## config.mk

```make
export PLATFORM = sky130hd
export DESIGN_NAME = tt_sample_ingress
export DESIGN_NICKNAME = d
export VERILOG_FILES = /design/src/rtl/tt_sample_ingress_pkg.sv /design/src/rtl/tt_strobe_edge.sv /design/src/rtl/tt_sample_ingress.sv
export SDC_FILE = /design/constraint.sdc
export NUM_CORES = 1
export LEC_CHECK = 0
export CORE_ASPECT_RATIO = 0.8
export CORE_MARGIN = 2
export CORE_UTILIZATION = 44
export DETAILED_ROUTE_END_ITERATION = 6
export PLACE_DENSITY = 0.84
export SETUP_SLACK_MARGIN = 0.2
export SLEW_MARGIN = 20
export SYNTH_ARGS = -nofsm -noshare
export SYNTH_HDL_FRONTEND = slang
export SYNTH_SLANG_ARGS = --single-unit
```

## constraint.sdc

```tcl
create_clock -name clk -period 3.9 [get_ports clk]
set_clock_uncertainty 0.2 [all_clocks]
set_input_delay 0.39 -clock clk [delete_from_list [all_inputs] [get_ports clk]]
set_output_delay 0.39 -clock clk [all_outputs]
set_load 0.01 [all_outputs]
```

## src/rtl/tt_sample_ingress_pkg.sv

```systemverilog
`default_nettype none
// +---------------------------------------------------------------------------+
// | Module   : tt_sample_ingress_pkg                                          |
// | Purpose  : Shared definitions for the sample ingress endpoint: byte-phase |
// |            encoding, fixed sample width and default sizing values.        |
// | Revision : 1.0 - initial release                                          |
// +---------------------------------------------------------------------------+
package tt_sample_ingress_pkg;

   // A sample is always exactly two bytes on the pins.
   localparam int c_DATA_WIDTH    = 16;
   localparam int c_NUM_UNITS_DEF = 4;
   localparam int c_TIMEOUT_DEF   = 64;

   // Which byte of the pair the next strobe edge delivers.
   typedef enum logic [0:0] {
      PHASE_MSB = 1'b0,
      PHASE_LSB = 1'b1
   } phase_e;

endpackage
`default_nettype wire

```

## src/rtl/tt_strobe_edge.sv

```systemverilog
`default_nettype none
// +---------------------------------------------------------------------------+
// | Module   : tt_strobe_edge                                                 |
// | Purpose  : Rising-edge detector for the byte write strobe, qualified by   |
// |            the tile enable. A strobe held high yields a single pulse.     |
// | Ports    : clk, rst_n (sync, active-low), ena, strobe -> rise (1 cycle)   |
// | Revision : 1.0 - initial release                                          |
// +---------------------------------------------------------------------------+
module tt_strobe_edge (
   input  logic clk,
   input  logic rst_n,
   input  logic ena,
   input  logic strobe,
   output logic rise
);

   logic r_strb_q;

   // The delayed copy tracks the pin even while disabled, so raising ena
   // with the strobe already high does not fabricate an edge.
   always_ff @(posedge clk) begin
      if (!rst_n) begin
         r_strb_q <= 1'b0;
      end else begin
         r_strb_q <= strobe;
      end
   end

   assign rise = ena & strobe & ~r_strb_q;

endmodule
`default_nettype wire

```

## src/rtl/tt_sample_ingress.sv

```systemverilog
`default_nettype none
// +---------------------------------------------------------------------------+
// | Module   : tt_sample_ingress                                              |
// | Purpose  : DUT-side endpoint of the byte-serial sample load / readback    |
// |            protocol. Assembles {MSB,LSB} samples from strobed bytes, deals|
// |            them round-robin to channels, offers them over valid/ready,    |
// |            and drives a registered per-channel readback byte.             |
// | Ports    : clk, rst_n (sync, active-low), ena, wr_strobe, data_byte,      |
// |            rd_sel, results_flat, sample_ready (in);                       |
// |            sample_data, sample_ch, sample_valid, frame_done, overrun,     |
// |            byte_phase, rd_data (out)                                      |
// | Config   : BYTE_TIMEOUT_EN - abandon a half-received sample after TIMEOUT |
// |            idle cycles in the LSB phase and flag overrun.                 |
// | Revision : 1.0 - initial release                                          |
// +---------------------------------------------------------------------------+
module tt_sample_ingress
   import tt_sample_ingress_pkg::*;
#(
   parameter int NUM_UNITS  = c_NUM_UNITS_DEF,
   parameter int DATA_WIDTH = c_DATA_WIDTH,
   parameter int CH_W       = $clog2(NUM_UNITS),
   parameter int TIMEOUT    = c_TIMEOUT_DEF
) (
   input  logic                    clk,
   input  logic                    rst_n,
   input  logic                    ena,
   input  logic                    wr_strobe,
   input  logic [7:0]              data_byte,
   input  logic [CH_W-1:0]         rd_sel,
   input  logic [NUM_UNITS*8-1:0]  results_flat,
   output logic [DATA_WIDTH-1:0]   sample_data,
   output logic [CH_W-1:0]         sample_ch,
   output logic                    sample_valid,
   input  logic                    sample_ready,
   output logic                    frame_done,
   output logic                    overrun,
   output logic                    byte_phase,
   output logic [7:0]              rd_data
);

   localparam logic [CH_W-1:0] c_LAST_CH = CH_W'(NUM_UNITS - 1);

   phase_e                  r_phase;
   phase_e                  w_phase_nxt;
   logic                    w_edge;
   logic                    w_resync;
   logic                    w_complete;
   logic                    w_accept;
   logic [DATA_WIDTH-1:0]   w_sample;
   logic [7:0]              w_rd_byte;

   logic [7:0]              r_msb;
   logic [CH_W-1:0]         r_ptr;
   logic                    r_valid;
   logic [DATA_WIDTH-1:0]   r_data;
   logic [CH_W-1:0]         r_ch;
   logic                    r_overrun;
   logic                    r_frame_done;
   logic [7:0]              r_rd_data;

   tt_strobe_edge u_strobe_edge (
      .clk    (clk),
      .rst_n  (rst_n),
      .ena    (ena),
      .strobe (wr_strobe),
      .rise   (w_edge)
   );

`ifdef BYTE_TIMEOUT_EN
   localparam int c_TO_W = $clog2(TIMEOUT + 1);

   logic [c_TO_W-1:0] r_to_cnt;

   // Counts idle cycles spent waiting for the LSB; any edge restarts it.
   always_ff @(posedge clk) begin
      if (!rst_n) begin
         r_to_cnt <= '0;
      end else if (w_edge || w_resync || (r_phase == PHASE_MSB)) begin
         r_to_cnt <= '0;
      end else if (ena) begin
         r_to_cnt <= r_to_cnt + c_TO_W'(1);
      end
   end

   // An LSB arriving on the very cycle of expiry still completes the sample.
   assign w_resync = ena & (r_phase == PHASE_LSB) & ~w_edge
                   & (r_to_cnt == c_TO_W'(TIMEOUT));
`else
   assign w_resync = 1'b0;
`endif

   // Byte-phase state machine
   always_ff @(posedge clk) begin
      if (!rst_n) begin
         r_phase <= PHASE_MSB;
      end else begin
         r_phase <= w_phase_nxt;
      end
   end

   always_comb begin
      w_phase_nxt = r_phase;
      if (w_edge) begin
         w_phase_nxt = (r_phase == PHASE_MSB) ? PHASE_LSB : PHASE_MSB;
      end else if (w_resync) begin
         w_phase_nxt = PHASE_MSB;
      end
   end

   assign w_complete = w_edge & (r_phase == PHASE_LSB);
   assign w_accept   = ena & r_valid & sample_ready;
   assign w_sample   = {r_msb, data_byte};

   // Readback mux; selects beyond the last channel read as zero.
   always_comb begin
      w_rd_byte = '0;
      for (int i = 0; i < NUM_UNITS; i++) begin
         if (rd_sel == CH_W'(i)) begin
            w_rd_byte = results_flat[i*8 +: 8];
         end
      end
   end

   always_ff @(posedge clk) begin
      if (!rst_n) begin
         r_msb        <= '0;
         r_ptr        <= '0;
         r_valid      <= 1'b0;
         r_data       <= '0;
         r_ch         <= '0;
         r_overrun    <= 1'b0;
         r_frame_done <= 1'b0;
         r_rd_data    <= '0;
      end else begin
         r_rd_data    <= w_rd_byte;
         r_frame_done <= w_accept & (r_ch == c_LAST_CH);

         if (w_edge && (r_phase == PHASE_MSB)) begin
            r_msb <= data_byte;
         end else if (w_resync) begin
            r_msb <= '0;
         end

         // The pointer advances even when the sample is dropped, so the
         // channel assignment of later samples stays aligned with the host.
         if (w_complete) begin
            r_ptr <= (r_ptr == c_LAST_CH) ? '0 : r_ptr + CH_W'(1);
         end

         // One-deep holding register: a sample leaving this cycle frees the
         // slot for one arriving this cycle.
         if (w_complete && (!r_valid || w_accept)) begin
            r_valid <= 1'b1;
            r_data  <= w_sample;
            r_ch    <= r_ptr;
         end else if (w_accept) begin
            r_valid <= 1'b0;
         end

         if ((w_complete && r_valid && !w_accept) || w_resync) begin
            r_overrun <= 1'b1;
         end
      end
   end

   assign sample_data  = r_data;
   assign sample_ch    = r_ch;
   assign sample_valid = r_valid;
   assign frame_done   = r_frame_done;
   assign overrun      = r_overrun;
   assign byte_phase   = r_phase;
   assign rd_data      = r_rd_data;

endmodule
`default_nettype wire

```

[Word level (Yosys, flattened, before mapping)]
Index checks and enable logic that the tools add are counted.
Operators by class
  add/subtract/negate cells: 1
  equality and inequality tests: 5
  muxes and demuxes: 8
  bitwise operators: 8
  reductions and logical operators: 9
Operators with widths (number)
  $mux W8: 4
  $eq A2 B2 Y1 const B: 4
  $and A1 B1 Y1: 6
  $logic_and A1 B1 Y1: 4
  $mux W1: 3
  $add A2 B1 Y2 const B: 1
  $eq A2 B1 Y1 const B: 1
  $logic_not A1 Y1: 2
  $logic_not A2 Y1: 1
  $mux W2: 1
  $not A1 Y1: 2
  $reduce_bool A2 Y1: 1
  $logic_or A1 B1 Y1: 1
Storage, ports and cells
  bits in registers: 41
  bits of input ports: 47
  logic and storage cells: 41

[Longest topological paths before layout]
  word-level depth: 5
  depth in mapped cells: 5
  gate-level depth less buffers: 3

[Modules after synthesis]
A second synthesis with hierarchy kept.
Unflattened totals
  cell total of the unflattened synthesis: 169
  area, all modules: 1716.6 µm²
Modules (own cells, without submodules)
  tt_sample_ingress: times used 1, cells each 166, area each 1681.6 µm², seq. area each 800.8 µm²
  tt_strobe_edge: times used 1, cells each 3, area each 35.0 µm², seq. area each 20.0 µm²

[Least setup slack after synthesis]
No wires, ideal clock.
  path type: input to register
  from: in rd_sel[0]
  to: reg r_rd_data[0] (netlist: rd_data[0])
  library setup time: 0.115 ns
  data arrival time: 1.279 ns
  path slack: 2.306 ns
  stages on the path: 3
  path through: buf_2 mux4_2 and2_1
Between the ends
  cells in the longest elaborated chain, start to end: 5
  elaborated cells between the ends (all ways): 8
  classes of those cells: eq/ne: 3; mux: 4; reduce/logical: 1
Ends and longest elaborated chain
  start, declared: RTL line tt_sample_ingress.sv:29  | input logic [CH_W-1:0] rd_sel,
  $logic_not A2 Y1: RTL line tt_sample_ingress.sv:118  | if (rd_sel == CH_W'(i)) begin
  $mux W8 (3 in a row): RTL line tt_sample_ingress.sv:118
  $mux W8 *: RTL line tt_sample_ingress.sv:118
  end signal, assigned: RTL line tt_sample_ingress.sv:135  | r_rd_data <= w_rd_byte;
  end, declared: RTL line tt_sample_ingress.sv:59  | logic [7:0] r_rd_data;
Every way passes the cells marked *; elsewhere a longest branch is shown, timed or not.
A chain may end at the register's enable or synchronous reset.

[Worst setup path in the final report]
  from: in ena
  to: reg r_data[12] (netlist: sample_data[12])
Between the ends
  cells in the longest elaborated chain, start to end: 4
  elaborated cells between the ends (all ways): 7
  classes of those cells: bitwise: 5; reduce/logical: 2
Ends and longest elaborated chain
  start, declared: RTL line tt_sample_ingress.sv:26  | input logic ena,
  $and A1 B1 Y1, on equally long branches (2 in a row): RTL line tt_strobe_edge.sv:29, tt_sample_ingress.sv:111
  $and A1 B1 Y1 or $logic_or A1 B1 Y1 (tied branches): RTL line tt_sample_ingress.sv:110, tt_sample_ingress.sv:152
  $logic_and A1 B1 Y1 *: RTL line tt_sample_ingress.sv:152  | if (w_complete && (!r_valid || w_accept)) begin
  end signal, assigned: RTL line tt_sample_ingress.sv:154  | r_data <= w_sample;
  end, declared: RTL line tt_sample_ingress.sv:55  | logic [DATA_WIDTH-1:0] r_data;
Marked as above.

==> results_dict.tcl <==
set metrics [dict create \
    clock-root-buffer "clkbuf_8" \
    numClockSinks 41 \
    n_antenna_cell 0 \
    hold_depth 2 \
    r2r_cells 3 \
    rsz0062_at_grt "false" \
    cts_buffers 5 \
    grt_pass1_vias 1294 \
    crit_chain "clkdlybuf4s50_1, nand4b_4, a21oi_4, mux2i_1" \
    cp-start-kind "input pin" \
    cts_setup_buffers 0 \
    required_ns 3.92 \
    cts_max_path_buffers 2 \
    drv_cap 0 \
    p_sw_uw 193 \
    cts_htree_levels 2 \
    power_uw 828 \
    max_freq_mhz 508 \
    hold_viol 0 \
    finalSetupViolations 0 \
    cts_resized 0 \
    p_int_uw 635 \
    via_per_inst 4.93 \
    layoutNonFillerInstCount 270 \
    wire_per_inst_microns 13.4 \
    synth_cell_types 21 \
    syn_avg_cell_area_sq_um 11.2 \
    crit_slowest_cell "a21oi_4" \
    initial_core_util 0.451 \
    design_area_sq_mm 0.00253 \
    drt_pass1_iterations 4 \
    cts-hold-fix-buffers 0 \
    die_x_microns 73.3 \
    syn_inst 151 \
    fp.dieH_microns 59.5 \
    synth_fp_nets 199 \
    dp_slack_ns 1.59 \
    power_density_mw_per_mm2 327 \
    cp_slowest_stage_delay_ns 0.62 \
    num_vias 1332 \
    hold_path.class "reg2reg" \
    final_cell_mix "76 x clkdlybuf4s50_1, 41 x dfxtp_1, 40 x nand2_1, 27 x mux2i_1, 9 x and2_1" \
    portBuffers 76 \
    maxSlewViolCount 0 \
    ys_ff_latch 41 \
    worst_slew_pin_slew_ns 0.762 \
    peakVddDrop_mv 0.195 \
    layout_commonest_cell "clkdlybuf4s50_1" \
    path_clk_slew_ns 0.07 \
    placed_cells 262 \
    fin_hold_ws_ns 0.261 \
    wirelength_microns 3610 \
    worstSetupPathType "in2reg" \
    antenna_found_initial 0 \
    p_seq_frac 0.528 \
    gr-usage-all-layers 0.183 \
    area_delta_synth_final_pct 49.5 \
    synth-seq-area-share 0.485 \
    io_pins 77 \
    postRouteAntennaNets 0 \
    finalCritPeriodShare 0.505 \
    grt_max_degree 51 \
    critPathCaptureType "register" \
    cts_tree "yes" \
    cp_data_arrival_time_ns 1.99 \
    drive_gt1_frac 0.0929 \
    outcome "completed" \
    dp_hpwl_microns 2710 \
    final_core_util 0.674 \
    combPwrFrac 0.146 \
    place_area_sq_mm 0.00244 \
    post-route-min-period_ns 1.97 \
    core_sq_mm 0.00375 \
    p_leak_nw 0.920 \
    yosysWarnings 0 \
    drc_errors 0 \
    path_max_fanout 18 \
    worstSkewPairLatency_ns 0.29 \
    netlist_area_sq_mm 0.00169 \
    num-nets-final 273 \
    netSwitchingFraction 0.233 \
    drt-initial-drc-count 51 \
    gp_congestion 0.725 \
    fp-row-count 20 \
    dieArea_sq_mm 0.00436 \
    fin_ws_ns 1.93 \
    grt-ovfl-total 0 \
    pwr-share-clk 0.326 \
    tns_ns 0 \
    grt_first_pass_wirelength_microns 5870 \
    relSlewSlack 0.491 \
]
## area by class of cell
| cell class | instances | area, sq um |
|---|---|---|
| Fill cell | 300 | 1220 |
| Sequential cell | 41 | 821 |
| Multi-Input combinational cell | 98 | 791 |
| Timing Repair Buffer | 77 | 768 |
| Clock buffer | 5 | 68.8 |
| Tap cell | 44 | 55.1 |
| Clock inverter | 3 | 17.5 |
| Inverter | 2 | 7.51 |
## worst max-delay path, delay by kind of cell
kind	cells	cell delay [ns]
AO/OA/AOI/OAI	1	0.62
buffers and inverters	1	0.54
multiplexers	1	0.25
AND/OR/NAND/NOR	1	0.17
## state kept, by name, summed over array words and instances, names as in the netlist
| name | count |
|---|---|
| sample_ch | 2 |
| u_strobe_edge.r_strb_q | 1 |
| byte_phase | 1 |
| frame_done | 1 |
| overrun | 1 |
| r_ptr | 2 |
| r_msb | 8 |
| sample_valid | 1 |
| sample_data | 16 |
| rd_data | 8 |
## cells by family (layout without fill, tap and decap cells)
group / after synthesis / count (layout) / synth area share
and+or+nand+nor: 57 / 57 / 0.166
DFF: 41 / 41 / 0.485
muxes: 35 / 35 / 0.266
buffers and inverters: 12 / 87 / 0.0473
AOI/OAI and AO/OA: 5 / 5 / 0.0274
adders and majority gates: 1 / 1 / 0.00740
## routing by layer
| metal | vias up | wire length [microns] | GRT usage |
|---|---|---|---|
| li1 | 657 | - | - |
| met1 | 616 | 1610 | 0.219 |
| met2 | 46 | 1670 | 0.277 |
| met3 | 13 | 195 | 0.0595 |
| met4 | 0 | 141 | 0.132 |
| met5 | - | 0 | 0 |
## cell usage after synthesis
master / number / area (sq um)
ha_1: 1 / 12.5
a21oi_4: 1 / 16.3
buf_12: 2 / 40.0
inv_1: 2 / 7.51
nand2_1: 40 / 150
and2_2: 1 / 7.51
nor3_1: 1 / 5.00
buf_2: 2 / 10.0
nor2b_1: 1 / 6.26
or3_1: 1 / 6.26
mux2i_1: 27 / 270
a21boi_0: 2 / 15.0
and2_1: 9 / 56.3
nand4b_4: 1 / 23.8
nor2_4: 1 / 11.3
mux4_2: 8 / 180
nand3b_1: 1 / 7.51
dfxtp_1: 41 / 821
o21a_1: 2 / 15.0
nor3b_1: 1 / 7.51
clkbuf_1: 6 / 22.5
## power groups by stage
stage / Clock (mW) / Combinational (mW) / Sequential [mW]
floorplan: 0 / 0.0476 / 0.451
global placement: 0 / 0.119 / 0.446
detailed placement: 0 / 0.122 / 0.447
global route: 0.296 / 0.129 / 0.438
finish: 0.270 / 0.121 / 0.437
CTS: 0.277 / 0.122 / 0.437
## worst paths after layout
check | startpoint | to | slack (ns)
worst max-delay path | ena | sample_data[12] | 1.93
worst min-delay path | sample_data[5] | sample_data[5] | 0.26
worst max register to register | byte_phase | sample_data[12] | 2.11
worst min register to register | sample_data[5] | sample_data[5] | 0.26
Note: power is estimated with default switching activity, not from simulation.
